**config.mk**
```make
export PLATFORM = sky130hd
export DESIGN_NAME = pwm_motor_drive
export DESIGN_NICKNAME = d
export VERILOG_FILES = /design/src/rtl/pwm_pkg.sv /design/src/rtl/pwm_timebase.sv /design/src/rtl/pwm_motor_drive.sv
export SDC_FILE = /design/constraint.sdc
export NUM_CORES = 1
export LEC_CHECK = 0
export CORE_MARGIN = 2
export CORE_UTILIZATION = 55
export CTS_BUF_LIST = sky130_fd_sc_hd__clkbuf_8
export CTS_CLUSTER_SIZE = 20
export DETAILED_ROUTE_END_ITERATION = 16
export PLACE_DENSITY = 0.83
export RECOVER_POWER = 100
export SLEW_MARGIN = 15
export SYNTH_ARGS = -nofsm -noshare
export SYNTH_HDL_FRONTEND = slang
export SYNTH_SLANG_ARGS = --single-unit
export TNS_END_PERCENT = 5
```
**constraint.sdc**
```tcl
create_clock -name Clk -period 3.1 [get_ports Clk]
set_input_delay 0.62 -clock Clk [delete_from_list [all_inputs] [get_ports Clk]]
set_output_delay 0.62 -clock Clk [all_outputs]
set_load 0.01 [all_outputs]
```
**src/rtl/pwm_pkg.sv**
```systemverilog
// Shared types and defaults for the PWM motor drive.
// Latency: n/a (package only).
// Backpressure: n/a.
package pwm_pkg;

  typedef enum logic [1:0] {
    ST_OFF  = 2'd0,
    ST_FWD  = 2'd1,
    ST_REV  = 2'd2,
    ST_DEAD = 2'd3
  } state_t;

  localparam int PERIOD_DEF   = 1000;
  localparam int CNT_W_DEF    = 10;
  localparam int SHIFT_DEF    = 5;
  localparam int DEAD_PER_DEF = 1;

  // |cmd| as a 15-bit magnitude; the most negative value saturates to 32767.
  function automatic logic [14:0] abs_sat(input logic [15:0] cmd);
    if (!cmd[15]) begin
      abs_sat = cmd[14:0];
    end else if (cmd == 16'h8000) begin
      abs_sat = 15'h7FFF;
    end else begin
      abs_sat = (~cmd[14:0]) + 15'd1;
    end
  endfunction

endpackage

```
**src/rtl/pwm_timebase.sv**
```systemverilog
// Period counter (0..PERIOD-1) and end-of-period tick for the PWM drive.
// Latency: both registered; the tick is high exactly while cnt==PERIOD-1.
// Backpressure: none; i_run low clears the counter to 0 and suppresses the tick.
module pwm_timebase #(
  parameter int PERIOD = 1000,
  parameter int CNT_W  = 10
)(
  input  logic             Clk,
  input  logic             Rst_n,
  input  logic             i_run,
  output logic [CNT_W-1:0] o_cnt,
  output logic             o_tick
);

  localparam logic [CNT_W-1:0] LAST = CNT_W'(PERIOD - 1);

  logic [CNT_W-1:0] r_cnt;
  logic [CNT_W-1:0] w_cnt_nxt;
  logic             r_tick;

  // Next count: wrap after the last cycle, hold at zero when not running.
  always_comb begin
    w_cnt_nxt = '0;
    if (i_run && (r_cnt != LAST)) begin
      w_cnt_nxt = r_cnt + CNT_W'(1);
    end
  end

  // Count and tick registers; the tick is precomputed from the next count so it coincides with cnt==LAST.
  always_ff @(posedge Clk or negedge Rst_n) begin
    if (!Rst_n) begin
      r_cnt  <= '0;
      r_tick <= 1'b0;
    end else begin
      r_cnt  <= w_cnt_nxt;
      r_tick <= i_run && (w_cnt_nxt == LAST);
    end
  end

  assign o_cnt  = r_cnt;
  assign o_tick = r_tick;

endmodule

```
**src/rtl/pwm_motor_drive.sv**
```systemverilog
// H-bridge PWM driver: turns a signed command into M0/M1 PWM with dead periods on reversal.
// Latency: M0/M1 registered, one cycle behind the period counter; Cmd sampled only at period boundaries.
// Backpressure: none; En low forces the outputs off on the next edge.
module pwm_motor_drive
  import pwm_pkg::*;
#(
  parameter int PERIOD   = PERIOD_DEF,
  parameter int CNT_W    = CNT_W_DEF,
  parameter int SHIFT    = SHIFT_DEF,
  parameter int DEAD_PER = DEAD_PER_DEF
)(
  input  logic             Clk,
  input  logic             Rst_n,
  input  logic             En,
  input  logic [15:0]      Cmd,
  output logic             M0,
  output logic             M1,
  output logic             Dir,
  output logic             Dead,
  output logic [CNT_W-1:0] Duty,
  output logic             Period_Tick
);

  state_t           r_state;
  state_t           w_state_nxt;
  logic [CNT_W-1:0] w_cnt;
  logic             w_tick;
  logic             w_run;
  logic [14:0]      w_mag;
  logic [14:0]      w_raw;
  logic [CNT_W:0]   w_req_duty;
  logic             w_req_rev;
  // One extra bit so a duty equal to a full 2^CNT_W period is representable.
  logic [CNT_W:0]   r_duty_q;
  logic [3:0]       r_dead_cnt;
  logic             r_dir;
  logic             r_m0;
  logic             r_m1;
  logic             w_m0_nxt;
  logic             w_m1_nxt;

  assign w_mag      = abs_sat(Cmd);
  assign w_raw      = w_mag >> SHIFT;
  assign w_req_rev  = Cmd[15];
  assign w_req_duty = (32'(w_raw) > 32'(PERIOD)) ? (CNT_W+1)'(PERIOD) : (CNT_W+1)'(w_raw);
  assign w_run      = En && (r_state != ST_OFF);

  pwm_timebase #(
    .PERIOD (PERIOD),
    .CNT_W  (CNT_W)
  ) u_timebase (
    .Clk    (Clk),
    .Rst_n  (Rst_n),
    .i_run  (w_run),
    .o_cnt  (w_cnt),
    .o_tick (w_tick)
  );

  // State register.
  always_ff @(posedge Clk or negedge Rst_n) begin
    if (!Rst_n) r_state <= ST_OFF;
    else        r_state <= w_state_nxt;
  end

  // Next state: En low wins everywhere; otherwise moves happen only at period boundaries.
  always_comb begin
    w_state_nxt = r_state;
    if (!En) begin
      w_state_nxt = ST_OFF;
    end else begin
      case (r_state)
        ST_OFF:  w_state_nxt = w_req_rev ? ST_REV : ST_FWD;
        ST_FWD:  if (w_tick && w_req_rev)  w_state_nxt = ST_DEAD;
        ST_REV:  if (w_tick && !w_req_rev) w_state_nxt = ST_DEAD;
        ST_DEAD: if (w_tick && (r_dead_cnt == 4'd1)) w_state_nxt = w_req_rev ? ST_REV : ST_FWD;
        default: w_state_nxt = ST_OFF;
      endcase
    end
  end

  // Duty, direction and dead-period bookkeeping, updated at the same points the state may move.
  always_ff @(posedge Clk or negedge Rst_n) begin
    if (!Rst_n) begin
      r_duty_q   <= '0;
      r_dead_cnt <= '0;
      r_dir      <= 1'b0;
    end else if (!En) begin
      r_duty_q   <= '0;
      r_dead_cnt <= '0;
    end else begin
      case (r_state)
        ST_OFF: begin
          r_duty_q <= w_req_duty;
          r_dir    <= w_req_rev;
        end
        ST_FWD, ST_REV: begin
          if (w_tick) begin
            if (w_req_rev == r_dir) begin
              r_duty_q <= w_req_duty;
            end else begin
              r_duty_q   <= '0;
              r_dead_cnt <= 4'(DEAD_PER);
            end
          end
        end
        default: begin
          if (w_tick) begin
            r_dead_cnt <= r_dead_cnt - 4'd1;
            if (r_dead_cnt == 4'd1) begin
              r_duty_q <= w_req_duty;
              r_dir    <= w_req_rev;
            end
          end
        end
      endcase
    end
  end

  // Pin drive: only the active direction's pin can be on, so M0/M1 stay mutually exclusive.
  always_comb begin
    w_m0_nxt = En && (r_state == ST_FWD) && ({1'b0, w_cnt} < r_duty_q);
    w_m1_nxt = En && (r_state == ST_REV) && ({1'b0, w_cnt} < r_duty_q);
  end

  // Registered pins for glitch-free pad drive.
  always_ff @(posedge Clk or negedge Rst_n) begin
    if (!Rst_n) begin
      r_m0 <= 1'b0;
      r_m1 <= 1'b0;
    end else begin
      r_m0 <= w_m0_nxt;
      r_m1 <= w_m1_nxt;
    end
  end

  assign M0          = r_m0;
  assign M1          = r_m1;
  assign Dir         = r_dir;
  assign Dead        = (r_state == ST_DEAD) || (r_state == ST_OFF);
  assign Duty        = r_duty_q[CNT_W-1:0];
  assign Period_Tick = w_tick;

endmodule
```
==> results of run 1 <==
## worst reg2reg max path, cell delays in order (launching register included)
cell      delay, ns
dfrtp_1        0.41
inv_1          0.09
ha_1           0.39
inv_1          0.16
a21oi_1        0.06
nor3_1         0.62
o221ai_1       0.30
o211ai_1       0.23
## flip-flops by register name, summed over array words and instances (netlist names)
register and cells:
Dir 1, M0 1, M1 1, r_dead_cnt 4, r_duty_q 10, r_state 2, u_timebase.o_cnt 10, u_timebase.o_tick 1
## layout make-up
class,instances,area [um2]
Clock buffer,6,82.6
Multi-Input combinational cell,193,1280
Inverter,19,71.3
Timing Repair Buffer,37,349
Clock inverter,2,8.76
Tap cell,48,60.1
Fill cell,303,1110
Sequential cell,30,751
## power by group through the flow
| stage | clock, mW | combinational [mW] | sequential (mW) |
|---|---|---|---|
| 2_1_floorplan | 0 | 0.387 | 0.583 |
| 3_3_place_gp | 0 | 0.704 | 0.564 |
| 3_5_place_dp | 0 | 0.720 | 0.571 |
| 4_1_cts | 0.322 | 0.730 | 0.565 |
| 5_1_grt | 0.345 | 0.765 | 0.572 |
| 6_report | 0.314 | 0.684 | 0.562 |
## through the flow
| stage | setup slack (ns) | instances | instance area, um2 | hold WS, ns | power, mW |
|---|---|---|---|---|---|
| floorplan | 0.892 | 250 | 2160 | 0.324 | 0.971 |
| global placement | 0.311 | 327 | 2540 | 0.502 | 1.27 |
| detailed placement | 0.245 | 327 | 2540 | 0.509 | 1.29 |
| CTS | 0.534 | 335 | 2630 | 0.522 | 1.62 |
| global route | 0.210 | 335 | 2610 | 0.541 | 1.68 |
| finish | 0.402 | 335 | 2610 | 0.512 | 1.56 |
## cells by family after synthesis
group,synth area share
AO/OA/AOI/OAI,0.209
AND/OR/NAND/NOR,0.256
multiplexers,0.00521
flip-flops,0.348
buffers and inverters,0.0527
adder cells (fa/ha/maj),0.0927
XOR/XNOR,0.0365
## path summary, 6_finish.rpt
kind / end / depth (start not counted) / startpoint / slack, ns
min in group asynchronous: r_duty_q[3] / 2 / Rst_n / 1.29
hold reg to reg: r_duty_q[1] / 1 / r_duty_q[1] / 0.51
setup / recovery: r_duty_q[2] / 7 / Cmd[2] / 0.40
hold / removal: r_duty_q[1] / 1 / r_duty_q[1] / 0.51
max in group asynchronous: u_timebase.o_tick / 2 / Rst_n / 0.90
setup reg to reg: r_duty_q[3] / 7 / r_state[0] / 0.77
## per-layer routing
layer | up-vias | share of wire | global-route usage
met5 | - | 0 | 0
met4 | 0 | 0.015 | 0.110
met3 | 9 | 0.041 | 0.0541
met2 | 55 | 0.49 | 0.383
met1 | 915 | 0.45 | 0.286
li1 | 988 | - | -
## layout by cell type, fill, tap and decap left out, types with 3 or more instances in the layout
cell and instances:
xnor2_1 5, nor2_1 17, a21oi_1 18, dlygate4sd3_1 19, o21a_1 3, clkbuf_8 6, a32o_1 3, inv_1 20
nor2b_1 3, nor3_1 7, ha_1 16, nor3b_1 8, a21o_1 3, nor4_1 3, nand3_1 9, nand2_1 24
dfrtp_1 30, a31oi_1 3, clkdlybuf4s50_1 14, or3_1 5, o211ai_1 4, clkbuf_1 3, nand4_1 8, o21ai_0 15
xor2_1 4, nand2b_1 4
==> results.cfg, run 1 <==
[sta]
finalClockSkew_ns = 0.00606
rsz0062_at_grt = no
max_slew_margin = -0.0465
slew_violations = 31
hold_violations = 0
tns_ns = 0
min_period_over_period = 0.870
fin_crit_ns = 2.70
fmax_mhz = 371
worst_pin_slew_ns = 1.57
setup_viol = 0

[global_routing]
antenna_found_initial = 0
gr-total-overflow = 0
grt_pass1_vias = 1800
grt_pass1_wl_um = 7850
track_usage = 0.232
grt_max_degree = 31

[final_layout]
area_growth_syn_to_layout_pct = 20.7
drive_above_1_share = 0.0488
num_antenna_cells = 0
fin_nets = 321
final_util = 0.702

[hold_path]
hp-class = register to register

[cts]
h-tree-depth = 2
cts-root-buf = clkbuf_8
ctsHoldBuffers = 0
cts_setup_buffers = 0
cts_resized = 0
tritoncts = yes
cts_buffers = 5
clockBufferDepth = 2
path_clk_slew_ns = 0.06
clock_sinks = 30
clock_latency_ns = 0.28

[synthesis]
synth_nets = 285
synthCells = 250
synth-edff-count = 0
synth_area_leaders = dfrtp_1 (35%), ha_1 (9.3%), a21oi_1 (4.2%)
async_flop_share = 1.00
synth.cell_area_um2 = 2160
synth_commonest_cells = dfrtp_1 (30), nand2_1 (24), inv_1 (19)
yosysSeqAreaShare = 0.348
synth.avg_cell_area_um2 = 8.64
synth_top_cell_by_area = dfrtp_1
ys_ff_latch = 30
yosys_warnings = 0
synth.top_cell.area_share = 0.348
synth_most_common_cell = dfrtp_1
synth_ff_type = dfrtp_1
synth_cell_types = 56

[setup_path]
crit_fanout = 7
critPathCaptureType = register
cp.arrival_ns = 2.87
critPathTopFamily = compound AO/OA/AOI/OAI gates
slowest_delay_ns = 0.61
crit_required_ns = 3.27
critPathSlowestCell = dlygate4sd3_1
cp-start-kind = input port
path_class = input port to register
crit_chain = dlygate4sd3_1, nor4_4, nand4_1, o32ai_1, o21a_1, o311ai_1, a32o_1
path_buf_inv = 1

[drt]
drt_pass1_iterations = 4
detail_route.wl_per_cell_um = 14.1
drt_wl_total_um = 4730
postRouteAntennaNets = 0
routed_via_density = 5.87
drc = 0
drtIter0Drc = 155
num_vias = 1967

[power_and_ir_drop]
p_sw_mw = 0.583
p_comb_frac = 0.439
ir_drop_v = 0.000290
netSwitchingFraction = 0.373
p_seq_frac = 0.360
p_leak_nw = 1.08
clkPwrFrac = 0.201
p_int_mw = 0.978
power_per_cell_area_nw_per_um2 = 598

[floorplanning]
die_w_um = 66.7
num_rows = 22
fp.dieH_um = 66.7
core_region_area_um2 = 3720
start_util = 0.581
ios = 34
die_area_um2 = 4440

[outcome]
violations = max-capacitance violations, max-slew violations
status = finished, violations left

[place]
place.gp.congestion = 0.791
portBuffers = 33
dpl.hpwl_um = 3580

[job]
cap_viol_max_count = 1
(Power assumes the default switching activity.)
==> run 2, diff against run 1 <==
--- a/config.mk
+++ b/config.mk
@@ -11,8 +11,7 @@
 export CTS_CLUSTER_SIZE = 20
 export DETAILED_ROUTE_END_ITERATION = 16
 export PLACE_DENSITY = 0.83
-export RECOVER_POWER = 100
-export SLEW_MARGIN = 15
+export SLEW_MARGIN = 10
 export SYNTH_ARGS = -nofsm -noshare
 export SYNTH_HDL_FRONTEND = slang
 export SYNTH_SLANG_ARGS = --single-unit
==> results.cfg, run 2 (same netlist as run 1, synthesis figures left out) <==
[global_routing]
grt_max_degree = 31
grt_pass1_wl_um = 7850
use_met1 = 0.286
grtUsageMet2 = 0.383
antenna_found_initial = 0
busiest_layer = met2
grt_pass1_vias = 1800
gr-usage-met3 = 0.0541
track_usage = 0.232
gr-total-overflow = 0

[setup_path]
critPathSlowestCell = clkdlybuf4s50_1
critPathTopFamily = compound AO/OA/AOI/OAI gates
critPathCaptureType = register
reg2regPathDepth = 7
reg2reg_from = r_state[0]
crit_fanout = 7
path_class = input port to register
slowest_delay_ns = 0.49
crit_chain = clkdlybuf4s50_1, nor4_4, nand4_1, o32ai_1, o21a_1, o311ai_1, a32o_1
cp-start-kind = input port
reg2reg_setup_slack_ns = 1.03
cp.arrival_ns = 2.76
crit_required_ns = 3.28
path_buf_inv = 1
r2r-end = r_duty_q[3]

[cts]
clock_latency_ns = 0.29
cts_resized = 0
cts-root-buf = clkbuf_8
h-tree-depth = 2
cts_buffers = 5
cts_setup_buffers = 0
clockBufferDepth = 2
ctsHoldBuffers = 0
path_clk_slew_ns = 0.06
tritoncts = yes
clock_sinks = 30

[final_layout]
mostFrequentLayoutCell = clkdlybuf4s50_1
num_antenna_cells = 0
final_cells = 335
layout_common_cells = clkdlybuf4s50_1 (33), dfrtp_1 (30), nand2_1 (24), inv_1 (20), a21oi_1 (18)
nFillCells = 298
design_area_um2 = 2630
fin_nets = 321
area_growth_syn_to_layout_pct = 21.7
multi_input_area_um2 = 1290
seq_area_um2 = 751
drive_above_1_share = 0.0662

[power_and_ir_drop]
total_power_mw = 1.61
power_per_cell_area_nw_per_um2 = 612
p_leak_nw = 1.05
ir_drop_v = 0.000318

[sta]
finalClockSkew_ns = 0.00636
min_period_over_period = 0.834
hold_violations = 0
fin_crit_ns = 2.59
whs_ns = 0.518
tns_ns = 0
fmax_mhz = 387
setup_viol = 0
max_slew_margin = 0.577
worst_pin_slew_ns = 0.633
slew_violations = 0
rsz0062_at_grt = no

[place]
place.gp.congestion = 0.791
dpl.cell_count = 327
dpl.hpwl_um = 3580
placed_cell_area_um2 = 2540
portBuffers = 33

[drt]
postRouteAntennaNets = 0
routed_via_density = 5.90
drt_wl_total_um = 4750
drc = 0
detail_route.wl_per_cell_um = 14.2
drt_pass1_iterations = 4
drtIter0Drc = 139
num_vias = 1975

[hold_path]
hold_end = r_duty_q[1]
hold_start = r_duty_q[1]
holdPathStages = 1
hp-class = register to register

[floorplanning]
die_area_um2 = 4440
ios = 34
core_region_area_um2 = 3720
fp.dieH_um = 66.7
num_rows = 22
start_util = 0.581
die_w_um = 66.7

[outcome]
status = finished, final reports clean

[job]
cap_viol_max_count = 0
[run 2: how the worst max path moves through the flow]
| stage | startpoint | to | slack, ns | depth (start not counted) |
|---|---|---|---|---|
| 6_report | Cmd[2] | r_duty_q[2] | 0.51 | 7 |
| 5_1_grt | Cmd[2] | r_duty_q[2] | 0.31 | 7 |
| 4_1_cts | Cmd[2] | r_duty_q[0] | 0.53 | 7 |
| 3_5_place_dp | Cmd[2] | r_duty_q[0] | 0.25 | 7 |
| 3_3_place_gp | Cmd[2] | r_duty_q[1] | 0.31 | 7 |
| 2_1_floorplan | Cmd[15] | r_duty_q[1] | 0.89 | 6 |
[run 2: final cells by class]
type,count,share of cell area
inverters,19,0.0271
repair buffers,37,0.137
multi-input cells,193,0.493
clock inverters,2,0.00333
well taps,48,0.0228
clock buffers,6,0.0314
flip-flops and latches,30,0.286
[run 2: through the flow]
step / setup WS (ns) / utilization
after CTS: 0.534 / 0.707
after global placement: 0.311 / 0.683
after floorplan: 0.892 / -
final: 0.514 / 0.707
after detailed placement: 0.245 / 0.683
after global routing: 0.313 / 0.707
[run 2: metal layers]
layer,vias up,share of wire,routed length (um)
met2,56,0.49,2320
met5,-,0,0
met4,0,0.020,97
li1,981,-,-
met3,11,0.044,208
met1,927,0.45,2120
[run 2: power by group]
part           internal, mW  total, mW  switching [mW]
logic                 0.360      0.725           0.366
clock network         0.175      0.318           0.143
registers             0.481      0.565          0.0839
